==> config.mk <==
export PLATFORM = sky130hd
export DESIGN_NAME = soft_start_ramp_pwm
export DESIGN_NICKNAME = d
export VERILOG_FILES = /design/src/rtl/soft_start_ramp_pwm.sv
export SDC_FILE = /design/constraint.sdc
export NUM_CORES = 1
export LEC_CHECK = 0
export CORE_MARGIN = 4
export CORE_UTILIZATION = 59
export CTS_CLUSTER_SIZE = 10
export DETAILED_ROUTE_END_ITERATION = 6
export GPL_TIMING_DRIVEN = 0
export PLACE_DENSITY_LB_ADDON = 0.1
export SYNTH_ARGS = -nofsm -noshare
export SYNTH_HDL_FRONTEND = slang
export SYNTH_SLANG_ARGS = --single-unit
==> constraint.sdc <==
create_clock -name clk -period 3.1 [get_ports clk]
set_input_delay 0.93 -clock clk [delete_from_list [all_inputs] [get_ports clk]]
set_output_delay 0.93 -clock clk [all_outputs]
set_load 0.02 [all_outputs]
==> src/rtl/soft_start_ramp_pwm.sv <==
// Soft-start / soft-stop motor ramp: tick prescaler, dwell counter, four-state
// duty ramp with fast/slow dwell modes, and a registered PWM comparator.
module soft_start_ramp_pwm #(
  parameter int WIDTH      = 8,
  parameter int DUTY_STEP  = 64,
  parameter int TICK_DIV   = 100000,
  parameter int DWELL_FAST = 2,
  parameter int DWELL_SLOW = 5
) (
  input  logic             clk,
  input  logic             reset,
  input  logic             rapido,
  input  logic             lento,
  output logic [WIDTH-1:0] duty,
  output logic             pwm_out,
  output logic [1:0]       state,
  output logic             running,
  output logic             at_full
);

  localparam int PW    = $clog2(TICK_DIV);
  localparam int DWMAX = (DWELL_FAST > DWELL_SLOW) ? DWELL_FAST : DWELL_SLOW;
  localparam int DW    = $clog2(DWMAX + 1);

  localparam logic [WIDTH-1:0] MAX          = '1;
  localparam logic [WIDTH:0]   STEP_EXT     = (WIDTH+1)'(DUTY_STEP);
  localparam logic [PW-1:0]    TICK_LAST    = PW'(TICK_DIV - 1);
  localparam logic [DW-1:0]    DW_FAST_LAST = DW'(DWELL_FAST - 1);
  localparam logic [DW-1:0]    DW_SLOW_LAST = DW'(DWELL_SLOW - 1);

  typedef enum logic [1:0] {
    IDLE      = 2'd0,
    RAMP_UP   = 2'd1,
    FULL      = 2'd2,
    RAMP_DOWN = 2'd3
  } state_t;

  function automatic logic [WIDTH-1:0] sat_add(input logic [WIDTH-1:0] a);
    logic [WIDTH:0] s;
    s = {1'b0, a} + STEP_EXT;
    if (s > {1'b0, MAX}) return MAX;
    return s[WIDTH-1:0];
  endfunction

  function automatic logic [WIDTH-1:0] sat_sub(input logic [WIDTH-1:0] a);
    logic [WIDTH:0] d;
    if ({1'b0, a} < STEP_EXT) return '0;
    d = {1'b0, a} - STEP_EXT;
    return d[WIDTH-1:0];
  endfunction

  state_t           state_q, state_d;
  logic [WIDTH-1:0] duty_q, duty_d;
  logic [WIDTH-1:0] pcnt_q, pcnt_d;
  logic [PW-1:0]    presc_q, presc_d;
  logic [DW-1:0]    dwell_q, dwell_d;
  logic             fast_q, fast_d;
  logic             pwm_q, pwm_d;
  logic             run, tick, step;
  logic [DW-1:0]    dwell_last;

  always_comb begin
    state_d    = state_q;
    duty_d     = duty_q;
    fast_d     = fast_q;
    run        = rapido | lento;
    tick       = (presc_q == TICK_LAST);
    presc_d    = tick ? '0 : presc_q + 1'b1;
    dwell_last = fast_q ? DW_FAST_LAST : DW_SLOW_LAST;
    step       = tick && (dwell_q == dwell_last);
    dwell_d    = step ? '0 : (tick ? dwell_q + 1'b1 : dwell_q);
    pcnt_d     = pcnt_q + 1'b1;
    pwm_d      = (duty_q == MAX) | (pcnt_q < duty_q);

    // Run withdrawal / reassertion always beats a coincident step.
    case (state_q)
      IDLE: begin
        if (run) begin
          state_d = RAMP_UP;
          duty_d  = sat_add('0);
          fast_d  = rapido;
        end
      end
      RAMP_UP: begin
        if (!run) begin
          state_d = RAMP_DOWN;
        end else if (step) begin
          duty_d = sat_add(duty_q);
          if (duty_d == MAX) state_d = FULL;
        end
      end
      FULL: begin
        duty_d = MAX;
        if (!run) state_d = RAMP_DOWN;
      end
      RAMP_DOWN: begin
        if (run) begin
          state_d = RAMP_UP;
          fast_d  = rapido;
        end else if (step) begin
          duty_d = sat_sub(duty_q);
          if (duty_d == '0) state_d = IDLE;
        end
      end
      default: state_d = IDLE;
    endcase

    // Restarting both counters on entry makes step timing relative to the state change.
    if (state_d != state_q) begin
      presc_d = '0;
      dwell_d = '0;
    end
  end

  always_ff @(posedge clk) begin
    if (reset) begin
      state_q <= IDLE;
      duty_q  <= '0;
      pcnt_q  <= '0;
      presc_q <= '0;
      dwell_q <= '0;
      fast_q  <= 1'b0;
      pwm_q   <= 1'b0;
    end else begin
      state_q <= state_d;
      duty_q  <= duty_d;
      pcnt_q  <= pcnt_d;
      presc_q <= presc_d;
      dwell_q <= dwell_d;
      fast_q  <= fast_d;
      pwm_q   <= pwm_d;
    end
  end

  assign duty    = duty_q;
  assign pwm_out = pwm_q;
  assign state   = state_q;
  assign running = (state_q != IDLE);
  assign at_full = (state_q == FULL);

endmodule

* Word level (Yosys, flattened, before mapping) *
Index checks and enable logic that the tools add are counted.

cells by class
  add/sub/neg operators = 5
  order comparisons = 3
  equal/unequal tests = 13
  multiplexer cells = 34
  bitwise logic cells = 2
  reduce and logical (&&, ||, !) cells = 9

operator list
  operator                                                    count
  2-to-1 mux 8 bit                                            15
  one-hot mux 8 bit (4 select lines)                          1
  adder 17 x 1 -> 17 bit, second input constant               1
  == test 17 bit, second input constant                       1
  == test 8 bit, second input constant                        2
  2-to-1 mux 2 bit                                            8
  inequality test 2 bit, second input constant                5
  adder 8 x 7 -> 9 bit, second input constant                 1
  > comparator 9 x 8 -> 1 bit, second input constant          1
  adder 8 x 1 -> 8 bit, second input constant                 1
  logical NOT 8 bit                                           1
  less-than comparator 8 x 7 -> 1 bit, second input constant  1
  less-than comparator 8 bit                                  1
  2-to-1 mux 1 bit                                            8
  one-hot mux 2 bit (4 select lines)                          1
  subtractor 8 x 7 -> 8 bit, second input constant            1
  OR reduction 3 bit                                          2
  AND reduction 5 bit                                         1
  == test 2 bit, second input constant                        2
  adder 3 x 1 -> 3 bit, second input constant                 1
  == test 3 bit                                               1
  2-to-1 mux 3 bit                                            1
  == test 2 x 1 -> 1 bit, second input constant               1
  logical NOT 2 bit                                           1
  6 further kinds                                             7

storage, ports and cells
  flip-flop bits (word level) = 40
  bits of input ports = 4
  output and inout bits = 13
  word-level logic and storage cells = 73

* Longest topological paths before layout *
Gate-level depths: netlist of the first run.

  depth in word-level cells = 17
  mapped depth = 10
  gate-level depth less buffers = 9

* Worst setup path after synthesis of the first run *
OpenSTA, ideal clock, no wires.

  kind = input port to flip-flop
  start = input rapido
  end = register duty_q[1], in the netlist duty[1]
  setup time = 0.119 ns
  arrival time = 2.265 ns
  required time = 2.981 ns
  path slack = 0.717 ns
  stages on the path = 8
  path buffers = 2
  cell sequence = or2_2 > clkbuf_1 > o21ai_0 > a211oi_1 > a21oi_1 > buf_2 > nor2_2 > o221a_2

between the ends
  longest elaborated chain between the ends = 3
  elaborated cells between the ends (all ways) = 5
  classes of those cells = eq/ne (3); bitwise (1); reduce/logical (1)

RTL lines
  what                                      line  RTL
  start: declaration                        12    input logic rapido,
  OR 1 bit (*)                              66    run = rapido | lento;
  inequality test 2 bit (no source line)    n/a
  AND reduction 5 bit (no source line) (*)  n/a
  end signal: assignment                    126   duty_q <= duty_d;
  end: declaration                          53    logic [WIDTH-1:0] duty_q, duty_d;

Every way passes the cells marked *; elsewhere a longest branch is shown, timed or not.
A chain may end at the register's enable or synchronous reset.

* Worst setup path in the final report of the first run *
Same ends and word-level chain as after synthesis.

==> reports/metrics.yaml, run 1 <==
clocking:
  ctsResizeCount: 0
  path_clk_slew_ns: 0.08
  htreeDepth: 2
  clock_sinks: 40
  cts_tree: "yes"
  insertion_delay_ns: 0.30
  post-cts-setup-buffers: 0
  cts-root-buf: "clkbuf_8"
  clockBufferDepth: 2
  cts_buffers: 5
  cts-hold-fix-buffers: 0
layout:
  fin_area_um2: 2780
  drive_gt1_share_pct: 15.7
  nets: 321
  syn2layout_area_growth_pct: 13.9
  nFillCells: 345
  antenna_cells: 0
  layout_commonest_cell: "dfxtp_1"
  layout_common_cells: "dfxtp_1, nor2_1, nand2_1"
route:
  vias: 2038
  ant_nets: 0
  drt_iter0_drc: 111
  wl_um: 5000
  dr.pass1.iters: 4
  route.detailed.drc: 0
  avgRoutedWirePerCell_um: 14.3
  post_drt_via_cell_ratio: 5.82
power:
  cellLeakagePower_uw: 0.000967
  p_int_uw: 1070
  p_sw_share_pct: 38.2
  total_power_uw: 1730
  comb_power_share_pct: 38.5
  p_clk_share_pct: 26.3
  power_frac_seq_pct: 35.1
  max-vdd-ir-drop_uv: 369
  power_density_nw_per_um2: 624
  power.switching_uw: 662
die:
  dieWidth_um: 72.3
  die_area_um2: 5220
  num_io_pins: 17
  core_um2: 4000
  initial_core_util_pct: 60.9
  die_h_um: 72.3
  rows: 23
sta:
  rsz0062_at_grt: "false"
  worst_slew_pin_slew_ns: 0.748
  maxSlewHeadroom_pct: 50.1
  fmax_mhz: 357
  fin_hold_ws_ns: 0.469
  fin_crit_sh_pct: 90.4
  fin_skew_ns: 0.00586
  finalMaxSlewViolations: 0
  finalSetupViolations: 0
  hold_viol_final: 0
  fin_crit_ns: 2.80
logic_synthesis:
  syn_avg_cell_area_um2: 8.80
  syn_inst: 277
  netlist_area_um2: 2440
  seq_area_frac_synth_pct: 32.9
  synth_edf_count: 0
  synth-seq-cells: 40
  yosys_warnings: 0
  syn-num-nets: 299
  synthArstFlopShare_pct: 0
  ys_types: 51
  ys.flop_type: "dfxtp_1"
critical_path:
  crit_fanout: 10
  cp-start-kind: "input port"
  critical_path_class: "input port to flip-flop"
  endpoint_kind: "flip-flop"
  cp.required_ns: 3.29
  cp.arrival_ns: 2.99
status:
  status: "finished clean"
global_route:
  grt_usage_pct: 20.9
  first_global_vias: 1905
  antenna_found_initial: 0
  grt_max_degree: 14
  grt-ovfl-total: 0
  grt_pass1_wl_um: 8600
place:
  dp.final_hpwl_um: 3540
  placed_cell_area_um2: 2650
  gp_congestion: 0.810
  portBuffers: 15
run:
  maxCapViolations: 0
min_path:
  hold_path_class: "flip-flop to flip-flop"
==> layout make-up <==
cell class / count / area (um^2) / share of cell area [%]
Buffer: 14 / 75.1 / 2.71
Clock buffer: 6 / 82.6 / 2.98
Clock inverter: 2 / 38.8 / 1.40
Inverter: 13 / 48.8 / 1.76
Multi-Input combinational cell: 210 / 1520 / 54.6
Sequential cell: 40 / 801 / 28.9
Tap cell: 50 / 62.6 / 2.25
Timing Repair Buffer: 15 / 150 / 5.41
==> sequential cells by signal (all words and copies together), names as in the netlist <==
signal / cells
duty: 8
dwell_q: 3
fast_q: 1
pcnt_q: 8
presc_q: 17
pwm_out: 1
state: 2
==> routing by layer <==
layer | wire [um] | global-route usage (%)
met5 | 0 | 0
met4 | 62 | 7.72
met1 | 2310 | 26.6
met3 | 193 | 4.85
met2 | 2430 | 34.4
==> metrics by stage <==
stage               setup TNS, ns  std cells  util [%]  worst slack [ns]
finish                          0        350      69.4             0.298
global route                    0        350      69.4             0.107
CTS                             0        350      69.3             0.231
detailed placement         -0.277        342      66.2           -0.0801
global placement          -0.0190        342      66.2          -0.00760
floorplan                       0        277         -             0.717
==> path summary, 6_finish.rpt <==
kind,endpoint,cells after the start,startpoint,slack (ns)
setup / recovery,duty[1]$_SDFFE_PP0P_,9,rapido,0.30
hold / removal,pcnt_q[0]$_SDFF_PP0_,1,pcnt_q[0]$_SDFF_PP0_,0.47
setup reg to reg,presc_q[3]$_SDFF_PP0_,9,presc_q[0]$_SDFF_PP0_,0.60
hold reg to reg,pcnt_q[0]$_SDFF_PP0_,1,pcnt_q[0]$_SDFF_PP0_,0.47
==> cell usage after synthesis, types with 3 or more instances <==
| library cell | n | share of area [%] |
|---|---|---|
| a21oi_1 | 15 | 3.1 |
| dfxtp_1 | 40 | 33 |
| or3_1 | 3 | 0.77 |
| clkbuf_1 | 6 | 0.92 |
| nor2_1 | 35 | 5.4 |
| a211oi_1 | 4 | 1.2 |
| nor4b_2 | 3 | 1.8 |
| nand3_1 | 8 | 1.6 |
| o21ai_0 | 11 | 2.3 |
| o221a_2 | 4 | 1.8 |
| and3_1 | 5 | 1.3 |
| nor2b_1 | 3 | 0.77 |
| nor4_2 | 8 | 4.1 |
| buf_4 | 3 | 0.92 |
| xor2_1 | 12 | 4.3 |
| xnor2_1 | 11 | 4.0 |
| and4_1 | 5 | 1.8 |
| nor3_2 | 8 | 3.3 |
| nand4_1 | 4 | 1.0 |
| inv_1 | 13 | 2.0 |
| ha_1 | 18 | 9.2 |
| nand2_1 | 23 | 3.5 |
==> kinds of logic after synthesis <==
group,share of synthesized area (%)
buffers and inverters,5.08
adders and majority gates,9.24
and+or+nand+nor,32.0
AOI/OAI and AO/OA,11.8
muxes,0.821
xor gates and xnor gates,8.26
DFF,32.9
==> power groups by stage <==
stage / logic [uW] / clock network, uW / registers (uW)
floorplan: 458 / 0 / 640
global placement: 653 / 0 / 619
detailed placement: 660 / 0 / 620
CTS: 664 / 462 / 608
global route: 733 / 475 / 615
finish: 667 / 456 / 608
==> worst max-delay path, stage by stage <==
cell and delay, ns:
clkdlybuf4s50_1 0.43, or2_2 0.30, clkbuf_1 0.16, o21ai_0 0.21
a211oi_1 0.09, a21oi_2 0.22, buf_2 0.27, nor2_2 0.10
o221a_2 0.27
No activity file was read; power rests on OpenSTA's default activity.
==> run 2, diff against run 1 <==
--- a/config.mk
+++ b/config.mk
@@ -6,9 +6,10 @@
 export NUM_CORES = 1
 export LEC_CHECK = 0
 export CORE_MARGIN = 4
-export CORE_UTILIZATION = 59
+export CORE_UTILIZATION = 63
 export CTS_CLUSTER_SIZE = 10
 export DETAILED_ROUTE_END_ITERATION = 6
+export DONT_BUFFER_PORTS = 1
 export GPL_TIMING_DRIVEN = 0
 export PLACE_DENSITY_LB_ADDON = 0.1
 export SYNTH_ARGS = -nofsm -noshare
==> reports/metrics.yaml, run 2 (synthesis results as in run 1) <==
layout:
  largest_reg_flops: 17  # unchanged
  multiInputGateArea_um2: 1510  # -0.25%
  layout_commonest_cell: "dfxtp_1"
  antenna_cells: 0  # unchanged
  top_register: "presc_q"
  nFillCells: 304  # -12%
  syn2layout_area_growth_pct: 6.16
  drive_gt1_share_pct: 15.4  # -0.23 points
  regArea_um2: 801  # unchanged
  fin_area_um2: 2590  # -6.8%
  nets: 306  # -4.7%
  layout_common_cells: "dfxtp_1, nor2_1, nand2_1"
power:
  max-vdd-ir-drop_uv: 391  # +6.0%
  total_power_uw: 1570  # -9.5%
  cellLeakagePower_uw: 0.000898  # -7.2%
  power_density_nw_per_um2: 606  # -2.9%
global_route:
  grt-ovfl-total: 0  # unchanged
  top_usage_layer: "met2"
  antenna_found_initial: 0  # unchanged
  use_met3_pct: 4.46  # -0.39 points
  met2_usage_pct: 30.6  # -3.7 points
  grt_pass1_wl_um: 8230  # -4.3%
  grt_usage_pct: 20.4  # -0.50 points
  first_global_vias: 1737  # -8.8%
  grt_use_met1_pct: 28.7  # +2.1 points
  grt_max_degree: 12  # -2
sta:
  rsz0062_at_grt: "false"
  maxSlewHeadroom_pct: 52.1  # +2.0 points
  setup_slack_ns: 0.454  # +0.157 ns
  fmax_mhz: 378  # +5.9%
  finalMaxSlewViolations: 0  # unchanged
  fin_hold_ws_ns: 0.462  # -0.00728 ns
  fin_crit_sh_pct: 85.3  # -5.1 points
  worst_slew_pin_slew_ns: 0.719  # -0.0295 ns
  fin_skew_ns: 0.00456  # -0.00130 ns
  setup_tns_ns: 0  # unchanged
  finalSetupViolations: 0  # unchanged
  fin_crit_ns: 2.65  # -0.157 ns
  hold_viol_final: 0  # unchanged
route:
  route.detailed.drc: 0  # unchanged
  vias: 1929  # -5.3%
  ant_nets: 0  # unchanged
  avgRoutedWirePerCell_um: 14.2  # -0.26%
  dr.pass1.iters: 4  # unchanged
  wl_um: 4740  # -5.1%
  drt_iter0_drc: 114  # +2.7%
  post_drt_via_cell_ratio: 5.79  # -0.52%
place:
  dp.final_hpwl_um: 3370  # -4.6%
  gp_congestion: 0.855  # +5.5%
  placed_cell_area_um2: 2500  # -5.8%
  portBuffers: 0  # -15
  post-place-ws_ns: 0.431  # +0.511 ns
clocking:
  post-cts-setup-buffers: 0  # unchanged
  ctsResizeCount: 0  # unchanged
  clockBufferDepth: 2  # unchanged
  clock_sinks: 40  # unchanged
  insertion_delay_ns: 0.29  # about the same
  path_clk_slew_ns: 0.08  # about the same
  cts-root-buf: "clkbuf_8"
  cts_buffers: 5  # unchanged
  htreeDepth: 2  # unchanged
  cts-hold-fix-buffers: 0  # unchanged
  cts_tree: "yes"
critical_path:
  crit_chain: "inv_1, ha_1, or4_1, nor2_1, o2111ai_1, a21oi_1, o22a_2, xnor2_1, buf_4, nor4_4"
  critical_path_class: "flip-flop to flip-flop"
  cpMaxStageDelayCell: "dfxtp_1"
  cp.arrival_ns: 2.80  # -0.19 ns
  cpPeakStageDelay_ns: 0.49  # +0.06 ns
  critPathLaunch: "duty[6]$_SDFFE_PP0P_"
  crit_fanout: 10  # unchanged
  r2r_start: "duty[6]$_SDFFE_PP0P_"
  cp.required_ns: 3.26  # -0.03 ns
  cp-start-kind: "flip-flop"
  crit_family: "simple AND/OR/NAND/NOR gates"
  endpoint_kind: "flip-flop"
  critPathBufInv: 2  # -1
die:
  die_area_um2: 4930  # -5.7%
  num_io_pins: 17  # unchanged
  dieWidth_um: 70.2  # -2.9%
  core_um2: 3690  # -7.8%
  initial_core_util_pct: 66.1  # +5.1 points
  rows: 22  # -4.3%
  die_h_um: 70.2  # -2.9%
min_path:
  min_from: "pcnt_q[0]$_SDFF_PP0_"
  hold_path_class: "flip-flop to flip-flop"
status:
  status: "finished clean"
run:
  maxCapViolations: 0  # unchanged
## run 2: cell count changes in the layout (fill, tap and decap cells not counted), sizes merged
cell           previous run  this run
bufinv                    1         0
clkbuf                   13        15
clkdlybuf4s50            15         0
clkinv                    1         0
## run 2: report_power, final
group / leakage (uW) / switching (uW) / internal [uW] / total [uW]
Clock: 0.0000455 / 178 / 182 / 359
Combinational: 0.000528 / 373 / 194 / 567
Sequential: 0.000324 / 86.3 / 555 / 642
## run 2: path summary, 6_finish.rpt
| kind | depth (start not counted) | slack, ns | to |
|---|---|---|---|
| worst max-delay path | 10 | 0.45 | presc_q[0]$_SDFF_PP0_ |
| worst min-delay path | 1 | 0.46 | pcnt_q[0]$_SDFF_PP0_ |
| worst max register to register | 10 | 0.45 | presc_q[0]$_SDFF_PP0_ |
| worst min register to register | 1 | 0.46 | pcnt_q[0]$_SDFF_PP0_ |
## run 2: layout make-up
cell class | instances | share of cell area, %
well taps | 48 | 2.32
clock buffers | 8 | 3.48
inverters | 13 | 1.89
flip-flops and latches | 40 | 30.9
plain buffers | 14 | 2.90
multi-input cells | 210 | 58.5
## run 2: metal layers
| layer | wire [um] | part of all wire (%) |
|---|---|---|
| met2 | 2120 | 45 |
| met3 | 192 | 4.1 |
| met4 | 79 | 1.7 |
| met5 | 0 | 0 |
| met1 | 2340 | 49 |
## run 2: through the flow
stage | cells | utilization (%)
finish | 333 | 70.1
global route | 333 | 70.1
CTS | 333 | 70.1
detailed placement | 325 | 67.7
global placement | 325 | 67.7
floorplan | 277 | -
